## src/rtl/instruction_prefetch_queue_pkg.sv

```systemverilog
// rtl/instruction_prefetch_queue_pkg.sv - shared state enum and pointer/address helpers for the prefetch queue
package instruction_prefetch_queue_pkg;

    typedef enum logic [1:0] {
        STATE_IDLE,
        STATE_FETCH,
        STATE_DISCARD
    } state_t;

    function automatic int ptr_width(input int depth);
        return (depth > 1) ? $clog2(depth) : 1;
    endfunction

    function automatic logic [31:0] align_address(input logic [31:0] address, input int bus_bytes);
        return address & ~(32'(bus_bytes) - 32'd1);
    endfunction

endpackage

```

## src/rtl/prefetch_byte_ring.sv

```systemverilog
// rtl/prefetch_byte_ring.sv - circular byte store with skip-offset bus writes, clamped consume and window read-out
module prefetch_byte_ring
    import instruction_prefetch_queue_pkg::*;
#(
    parameter int QUEUE_BYTES  = 16,
    parameter int BUS_BYTES    = 4,
    parameter int WINDOW_BYTES = 16,
    localparam int PW  = ptr_width(QUEUE_BYTES),
    localparam int SW  = ptr_width(BUS_BYTES),
    localparam int CW  = $clog2(QUEUE_BYTES + 1),
    localparam int WCW = $clog2(BUS_BYTES + 1),
    localparam int RCW = $clog2(WINDOW_BYTES + 1)
) (
    input  logic                   clock,
    input  logic                   reset_n,
    input  logic                   clear,
    input  logic                   wr_valid,
    input  logic [8*BUS_BYTES-1:0] wr_data,
    input  logic [SW-1:0]          wr_skip,
    input  logic [WCW-1:0]         wr_count,
    input  logic                   rd_valid,
    input  logic [RCW-1:0]         rd_count,
    output logic [7:0]             window [WINDOW_BYTES],
    output logic [CW-1:0]          count
);

    logic [7:0]    mem [QUEUE_BYTES];
    logic [PW-1:0] rd_ptr;
    logic [PW-1:0] wr_ptr;
    logic [CW-1:0] consumed;
    logic [CW-1:0] written;

    // The decoder may ask for more than is queued; retire only what exists.
    always_comb begin
        consumed = '0;
        if (rd_valid) begin
            consumed = (CW'(rd_count) < count) ? CW'(rd_count) : count;
        end
    end

    assign written = wr_valid ? CW'(wr_count) : '0;

    always_ff @(posedge clock or negedge reset_n) begin
        if (!reset_n) begin
            rd_ptr <= '0;
            wr_ptr <= '0;
            count  <= '0;
        end else if (clear) begin
            rd_ptr <= '0;
            wr_ptr <= '0;
            count  <= '0;
        end else begin
            rd_ptr <= rd_ptr + PW'(consumed);
            wr_ptr <= wr_ptr + PW'(written);
            count  <= count + written - consumed;
        end
    end

    always_ff @(posedge clock) begin
        if (wr_valid && !clear) begin
            for (int i = 0; i < BUS_BYTES; i++) begin
                if (i >= int'(wr_skip) && (i - int'(wr_skip)) < int'(wr_count)) begin
                    mem[wr_ptr + PW'(i - int'(wr_skip))] <= wr_data[8*i +: 8];
                end
            end
        end
    end

    always_comb begin
        for (int i = 0; i < WINDOW_BYTES; i++) begin
            window[i] = (CW'(i) < count) ? mem[rd_ptr + PW'(i)] : 8'h00;
        end
    end

endmodule

```

## src/rtl/instruction_prefetch_queue.sv

```systemverilog
// rtl/instruction_prefetch_queue.sv - code-bus prefetch FSM feeding a byte ring; PREFETCH_LIMIT_CHECK_EN adds segment-limit faults
module instruction_prefetch_queue
    import instruction_prefetch_queue_pkg::*;
#(
    parameter int QUEUE_BYTES  = 16,
    parameter int BUS_BYTES    = 4,
    parameter int WINDOW_BYTES = 16
) (
    input  logic                                 clock,
    input  logic                                 reset_n,
    output logic                                 o_code_valid,
    input  logic                                 i_code_ready,
    output logic [31:0]                          o_code_address,
    input  logic [8*BUS_BYTES-1:0]               i_code_data_read,
    input  logic                                 i_flush,
    input  logic [31:0]                          i_flush_address,
    output logic [7:0]                           o_window [WINDOW_BYTES],
    output logic [$clog2(QUEUE_BYTES+1)-1:0]     o_window_count,
    input  logic                                 i_consume_valid,
    input  logic [$clog2(WINDOW_BYTES+1)-1:0]    i_consume_count
`ifdef PREFETCH_LIMIT_CHECK_EN
    ,
    input  logic [31:0]                          i_code_segment_limit,
    output logic                                 o_limit_fault
`endif
);

    localparam int SW  = ptr_width(BUS_BYTES);
    localparam int WCW = $clog2(BUS_BYTES + 1);

    state_t         state;
    logic [31:0]    fetch_ptr;
    logic           started;
    logic           fault;
    logic [31:0]    aligned_cur;
    logic [31:0]    next_address;
    logic [31:0]    flush_aligned;
    logic [SW-1:0]  skip;
    logic [WCW-1:0] wr_count;
    logic           over_flush;
    logic           over_cur;
    logic           over_next;
    logic           idle_space_ok;
    logic           next_space_ok;

    assign aligned_cur   = align_address(fetch_ptr, BUS_BYTES);
    assign next_address  = aligned_cur + 32'(BUS_BYTES);
    assign flush_aligned = align_address(i_flush_address, BUS_BYTES);
    assign skip          = fetch_ptr[SW-1:0];

`ifdef PREFETCH_LIMIT_CHECK_EN
    logic [31:0] limit_span;

    assign over_flush    = flush_aligned > i_code_segment_limit;
    assign over_cur      = aligned_cur > i_code_segment_limit;
    assign over_next     = next_address > i_code_segment_limit;
    assign limit_span    = i_code_segment_limit - aligned_cur;
    assign o_limit_fault = fault;

    // A straddling beat only contributes bytes at or below the limit.
    always_comb begin
        wr_count = WCW'(BUS_BYTES) - WCW'(skip);
        if (limit_span < 32'(BUS_BYTES - 1)) begin
            wr_count = (limit_span + 32'd1 > 32'(skip)) ? WCW'(limit_span + 32'd1 - 32'(skip)) : '0;
        end
    end
`else
    assign over_flush = 1'b0;
    assign over_cur   = 1'b0;
    assign over_next  = 1'b0;
    assign wr_count   = WCW'(BUS_BYTES) - WCW'(skip);
`endif

    // Space checks deliberately ignore same-cycle consumption.
    assign idle_space_ok = 32'(o_window_count) + 32'(BUS_BYTES) <= 32'(QUEUE_BYTES);
    assign next_space_ok = 32'(o_window_count) + 32'(wr_count) + 32'(BUS_BYTES) <= 32'(QUEUE_BYTES);

    always_ff @(posedge clock or negedge reset_n) begin
        if (!reset_n) begin
            state          <= STATE_IDLE;
            o_code_valid   <= 1'b0;
            o_code_address <= '0;
            fetch_ptr      <= '0;
            started        <= 1'b0;
            fault          <= 1'b0;
        end else if (i_flush) begin
            fetch_ptr <= i_flush_address;
            started   <= 1'b1;
            fault     <= 1'b0;
            if (o_code_valid && !i_code_ready) begin
                state <= STATE_DISCARD;
            end else if (over_flush) begin
                state        <= STATE_IDLE;
                o_code_valid <= 1'b0;
                fault        <= 1'b1;
            end else begin
                state          <= STATE_FETCH;
                o_code_valid   <= 1'b1;
                o_code_address <= flush_aligned;
            end
        end else begin
            unique case (state)
                STATE_IDLE: begin
                    if (started && !fault && idle_space_ok) begin
                        if (over_cur) begin
                            fault <= 1'b1;
                        end else begin
                            state          <= STATE_FETCH;
                            o_code_valid   <= 1'b1;
                            o_code_address <= aligned_cur;
                        end
                    end
                end
                STATE_FETCH: begin
                    if (i_code_ready) begin
                        fetch_ptr <= next_address;
                        if (next_space_ok && !over_next) begin
                            o_code_address <= next_address;
                        end else begin
                            state        <= STATE_IDLE;
                            o_code_valid <= 1'b0;
                            fault        <= next_space_ok;
                        end
                    end
                end
                STATE_DISCARD: begin
                    if (i_code_ready) begin
                        if (over_cur) begin
                            state        <= STATE_IDLE;
                            o_code_valid <= 1'b0;
                            fault        <= 1'b1;
                        end else begin
                            state          <= STATE_FETCH;
                            o_code_address <= aligned_cur;
                        end
                    end
                end
                default: begin
                    state        <= STATE_IDLE;
                    o_code_valid <= 1'b0;
                end
            endcase
        end
    end

    prefetch_byte_ring #(
        .QUEUE_BYTES (QUEUE_BYTES),
        .BUS_BYTES   (BUS_BYTES),
        .WINDOW_BYTES(WINDOW_BYTES)
    ) u_ring (
        .clock   (clock),
        .reset_n (reset_n),
        .clear   (i_flush),
        .wr_valid(state == STATE_FETCH && i_code_ready),
        .wr_data (i_code_data_read),
        .wr_skip (skip),
        .wr_count(wr_count),
        .rd_valid(i_consume_valid),
        .rd_count(i_consume_count),
        .window  (o_window),
        .count   (o_window_count)
    );

endmodule

```

## config.mk

```make
export PLATFORM = sky130hd
export DESIGN_NAME = instruction_prefetch_queue
export DESIGN_NICKNAME = d
export VERILOG_FILES = /design/src/rtl/instruction_prefetch_queue_pkg.sv /design/src/rtl/prefetch_byte_ring.sv /design/src/rtl/instruction_prefetch_queue.sv
export SDC_FILE = /design/constraint.sdc
export NUM_CORES = 1
export LEC_CHECK = 0
export CAP_MARGIN = 20
export CORE_MARGIN = 1.5
export CORE_UTILIZATION = 45
export CTS_BUF_LIST = sky130_fd_sc_hd__clkbuf_16
export DETAILED_ROUTE_END_ITERATION = 10
export GPL_TIMING_DRIVEN = 1
export PLACE_DENSITY = 0.78
export REMOVE_ABC_BUFFERS = 1
export SYNTH_ARGS = -nofsm -noshare
export SYNTH_HDL_FRONTEND = slang
export SYNTH_SLANG_ARGS = --single-unit
export TNS_END_PERCENT = 30
```

## constraint.sdc

```tcl
create_clock -name clock -period 10.7 [get_ports clock]
set_clock_uncertainty 0.05 [all_clocks]
set_input_delay 2.14 -clock clock [delete_from_list [all_inputs] [get_ports clock]]
set_output_delay 2.14 -clock clock [all_outputs]
set_load 0.01 [all_outputs]
```

==> results.cfg <==
[yosys]
synth_largest_area_cell = mux4_2
synth_common_cells = 229 x nand2_1, 188 x mux4_2, 140 x nor2_1
synth_top_area_share_pct = 20.4
synthTopCellsByArea = mux4_2 20%, edfxtp_1 19%, dfrtp_1 9.5%
syn_area_per_cell_sq_um = 10.1
synth_cell_types = 84
synthArstFlopShare_pct = 38.2
netlist_instances = 2056
syn_area_sq_um = 20800
synth_flop_cell = edfxtp_1
synth_edf_count = 128
yosysMostFrequentCell = nand2_1
yosysWarningCount = 0
synth_seq_cells = 207
yosysSeqAreaShare_pct = 28.0

[route]
drtAntennaViolNets = 0
vias = 19600
route.detailed.drc = 0
drt_first_pass_iters = 6
wire_per_inst_microns = 30.8
routed_wl_microns = 86600
drt_iter0_markers = 2828
vias_per_cell = 6.97

[worst_setup_path]
critical_path_class = reg2out
arrival_ps = 4600
crit_path_end_kind = output pin
path_cells = buf_4, buf_4, buf_16, mux4_2, mux4_2, nor2b_1, clkdlybuf4s50_1
cpPeakStageDelay_ps = 790
critPathTopFamily = buffers and inverters
worstPathRequired_ps = 8510
cp_max_fo = 51
worstSetupStartpoint = u_ring.rd_ptr[0]$_DFF_PN0_
r2r-start = fetch_ptr[1]$_DFFE_PN0P_
cp.buffers_inverters = 4
startpoint_type = register
crit_slowest_cell = dfrtp_4

[clock_network]
cts_buffer_depth = 3
cts.root.buffer_cell = clkbuf_16
h-tree-depth = 1
clkTransAtPathRegs_ps = 60
hold_buffers = 0
cts_setup_buffers = 0
cts_resized = 0
cts_buffers = 23
cts.sinks = 207
cts_tree = done
clock_latency_ps = 540

[global_routing]
antenna_found_initial = 4
gr-total-overflow = 0
grt_start_max_net_pins = 66
grt_pass1_wl_microns = 126000
grt_pass1_vias = 18400
grt_usage_pct = 36.1

[job]
maxCapViolations = 0

[placement]
port_buffers = 237
hpwl_microns = 63600
gp_congestion = 1.08

[timing]
fin_crit_ps = 6790
final_max_slew_viol_count = 0
setup_viol = 0
fin_tns_setup_ps = 0
final-hold-violation-count = 0
period_share_pct = 63.4
hold-worst-slack_ps = 431
max_freq_mhz = 147
slew_headroom_pct = 22.0
rsz0062_at_grt = false
worstMarginPinSlew_ps = 1150

[floorplan]
io_pins = 240
die-area_sq_um = 47400
initial_core_util_pct = 45.7
core_sq_um = 45500
rows = 78
die_h_microns = 218
die_x_microns = 218

[min_path]
min_from = o_code_address[17]$_DFFE_PN0P_
hp-class = reg2reg

[status]
status = complete, no violations

[cells_and_area]
drive_gt1_share_pct = 16.9
final_nets = 2325
syn2layout_area_growth_pct = 17.3
n_fill_cell = 3942

[power_and_ir_drop]
power_density_nw_per_um2 = 274
power_leakage_uw = 0.00866
vdd_drop_max_mv = 0.230
[worst min-delay path, cell delays in order, from the launching register on]
cell     delay (ps)
dfrtp_1         340
nand2_1          50
o21ai_0          60
[logic make-up after synthesis]
logic type	synth area share [%]
XOR/XNOR	3.71
adder cells (fa/ha/maj)	3.60
AO/OA/AOI/OAI	14.0
multiplexers	29.3
other	0.0181
AND/OR/NAND/NOR	16.5
buffers and inverters	4.77
flip-flops	28.0
[power by group]
part,switching (uW),leakage [uW],total (uW),internal [uW]
Combinational,2390,0.00619,4700,2310
Clock,352,0.000378,796,444
Sequential,179,0.00209,1160,983
Total,2920,0.00866,6660,3740
[final timing paths]
path / end / slack [ps] / depth (start not counted)
min in group asynchronous: fetch_ptr[17]$_DFFE_PN0P_ / 1440 / 1
setup reg to reg: u_ring.mem[11][4]$_DFFE_PP_ / 6260 / 10
hold / removal: o_code_address[17]$_DFFE_PN0P_ / 430 / 2
hold reg to reg: o_code_address[17]$_DFFE_PN0P_ / 430 / 2
setup / recovery: o_window[125] / 3910 / 7
max in group asynchronous: u_ring.rd_ptr[0]$_DFF_PN0_ / 8010 / 2
[cell type report]
cell class	count	area, sq um	share of cell area (%)
Antenna cell	1	2.50	0.0103
Clock buffer	23	576	2.36
Clock inverter	19	161	0.663
Inverter	37	139	0.570
Multi-Input combinational cell	1629	14000	57.6
Sequential cell	207	5830	23.9
Tap cell	600	751	3.08
Timing Repair Buffer	300	2870	11.8
[sequential cells by signal, summed over array words and instances (netlist names)]
signal and flops:
started 1, u_ring.rd_ptr 4, o_code_valid 1, fetch_ptr 32, u_ring.mem 128, u_ring.count 5
state 2, u_ring.wr_ptr 4, o_code_address 30
[placed cells by master, fill, tap and decap left out, types with 5 or more instances in the layout]
| cell type | count |
|---|---|
| a211oi_1 | 93 |
| a21o_1 | 7 |
| a21oi_1 | 89 |
| a31oi_1 | 9 |
| and2_1 | 52 |
| and2b_1 | 11 |
| and3_1 | 32 |
| and4_1 | 5 |
| buf_4 | 59 |
| clkbuf_16 | 23 |
| clkdlybuf4s50_1 | 235 |
| clkinv_2 | 7 |
| dfrtp_1 | 76 |
| edfxtp_1 | 128 |
| fa_1 | 10 |
| ha_1 | 42 |
| inv_1 | 39 |
| mux2_2 | 42 |
| mux2i_1 | 127 |
| mux4_2 | 188 |
| nand2_1 | 229 |
| nand2b_1 | 5 |
| nand3_1 | 52 |
| nand4_1 | 14 |
| nor2_1 | 140 |
| nor2b_1 | 74 |
| nor3_1 | 22 |
| nor3_2 | 6 |
| o21ai_0 | 89 |
| o21ai_1 | 13 |
| o221a_1 | 8 |
| o22ai_1 | 58 |
| o311a_1 | 14 |
| o31ai_1 | 35 |
| xnor2_1 | 40 |
| xor2_1 | 42 |
[per-stage QoR]
| stage | setup WS [ps] | cell area (sq um) | utilization [%] | total power [uW] | std cells |
|---|---|---|---|---|---|
| 2_1_floorplan | 515 | 19900 | - | 3920 | 1873 |
| 3_3_place_gp | 4220 | 23500 | 51.6 | 5620 | 2757 |
| 3_5_place_dp | 4210 | 23500 | 51.7 | 5750 | 2766 |
| 4_1_cts | 3610 | 24300 | 53.4 | 6550 | 2808 |
| 5_1_grt | 3670 | 24300 | 53.5 | 6950 | 2816 |
| 6_report | 3910 | 24300 | 53.5 | 6660 | 2816 |
[routing by layer]
| layer | vias up | part of all wire [%] | wire (microns) | global-route usage [%] |
|---|---|---|---|---|
| met4 | 6 | 6.3 | 5490 | 18.3 |
| met5 | - | 0.052 | 45 | 0 |
| li1 | 8133 | - | - | - |
| met1 | 9621 | 38 | 32500 | 48.5 |
| met3 | 366 | 13 | 11500 | 9.82 |
| met2 | 1506 | 43 | 37100 | 53.6 |
No activity file was read; power rests on OpenSTA's default activity.
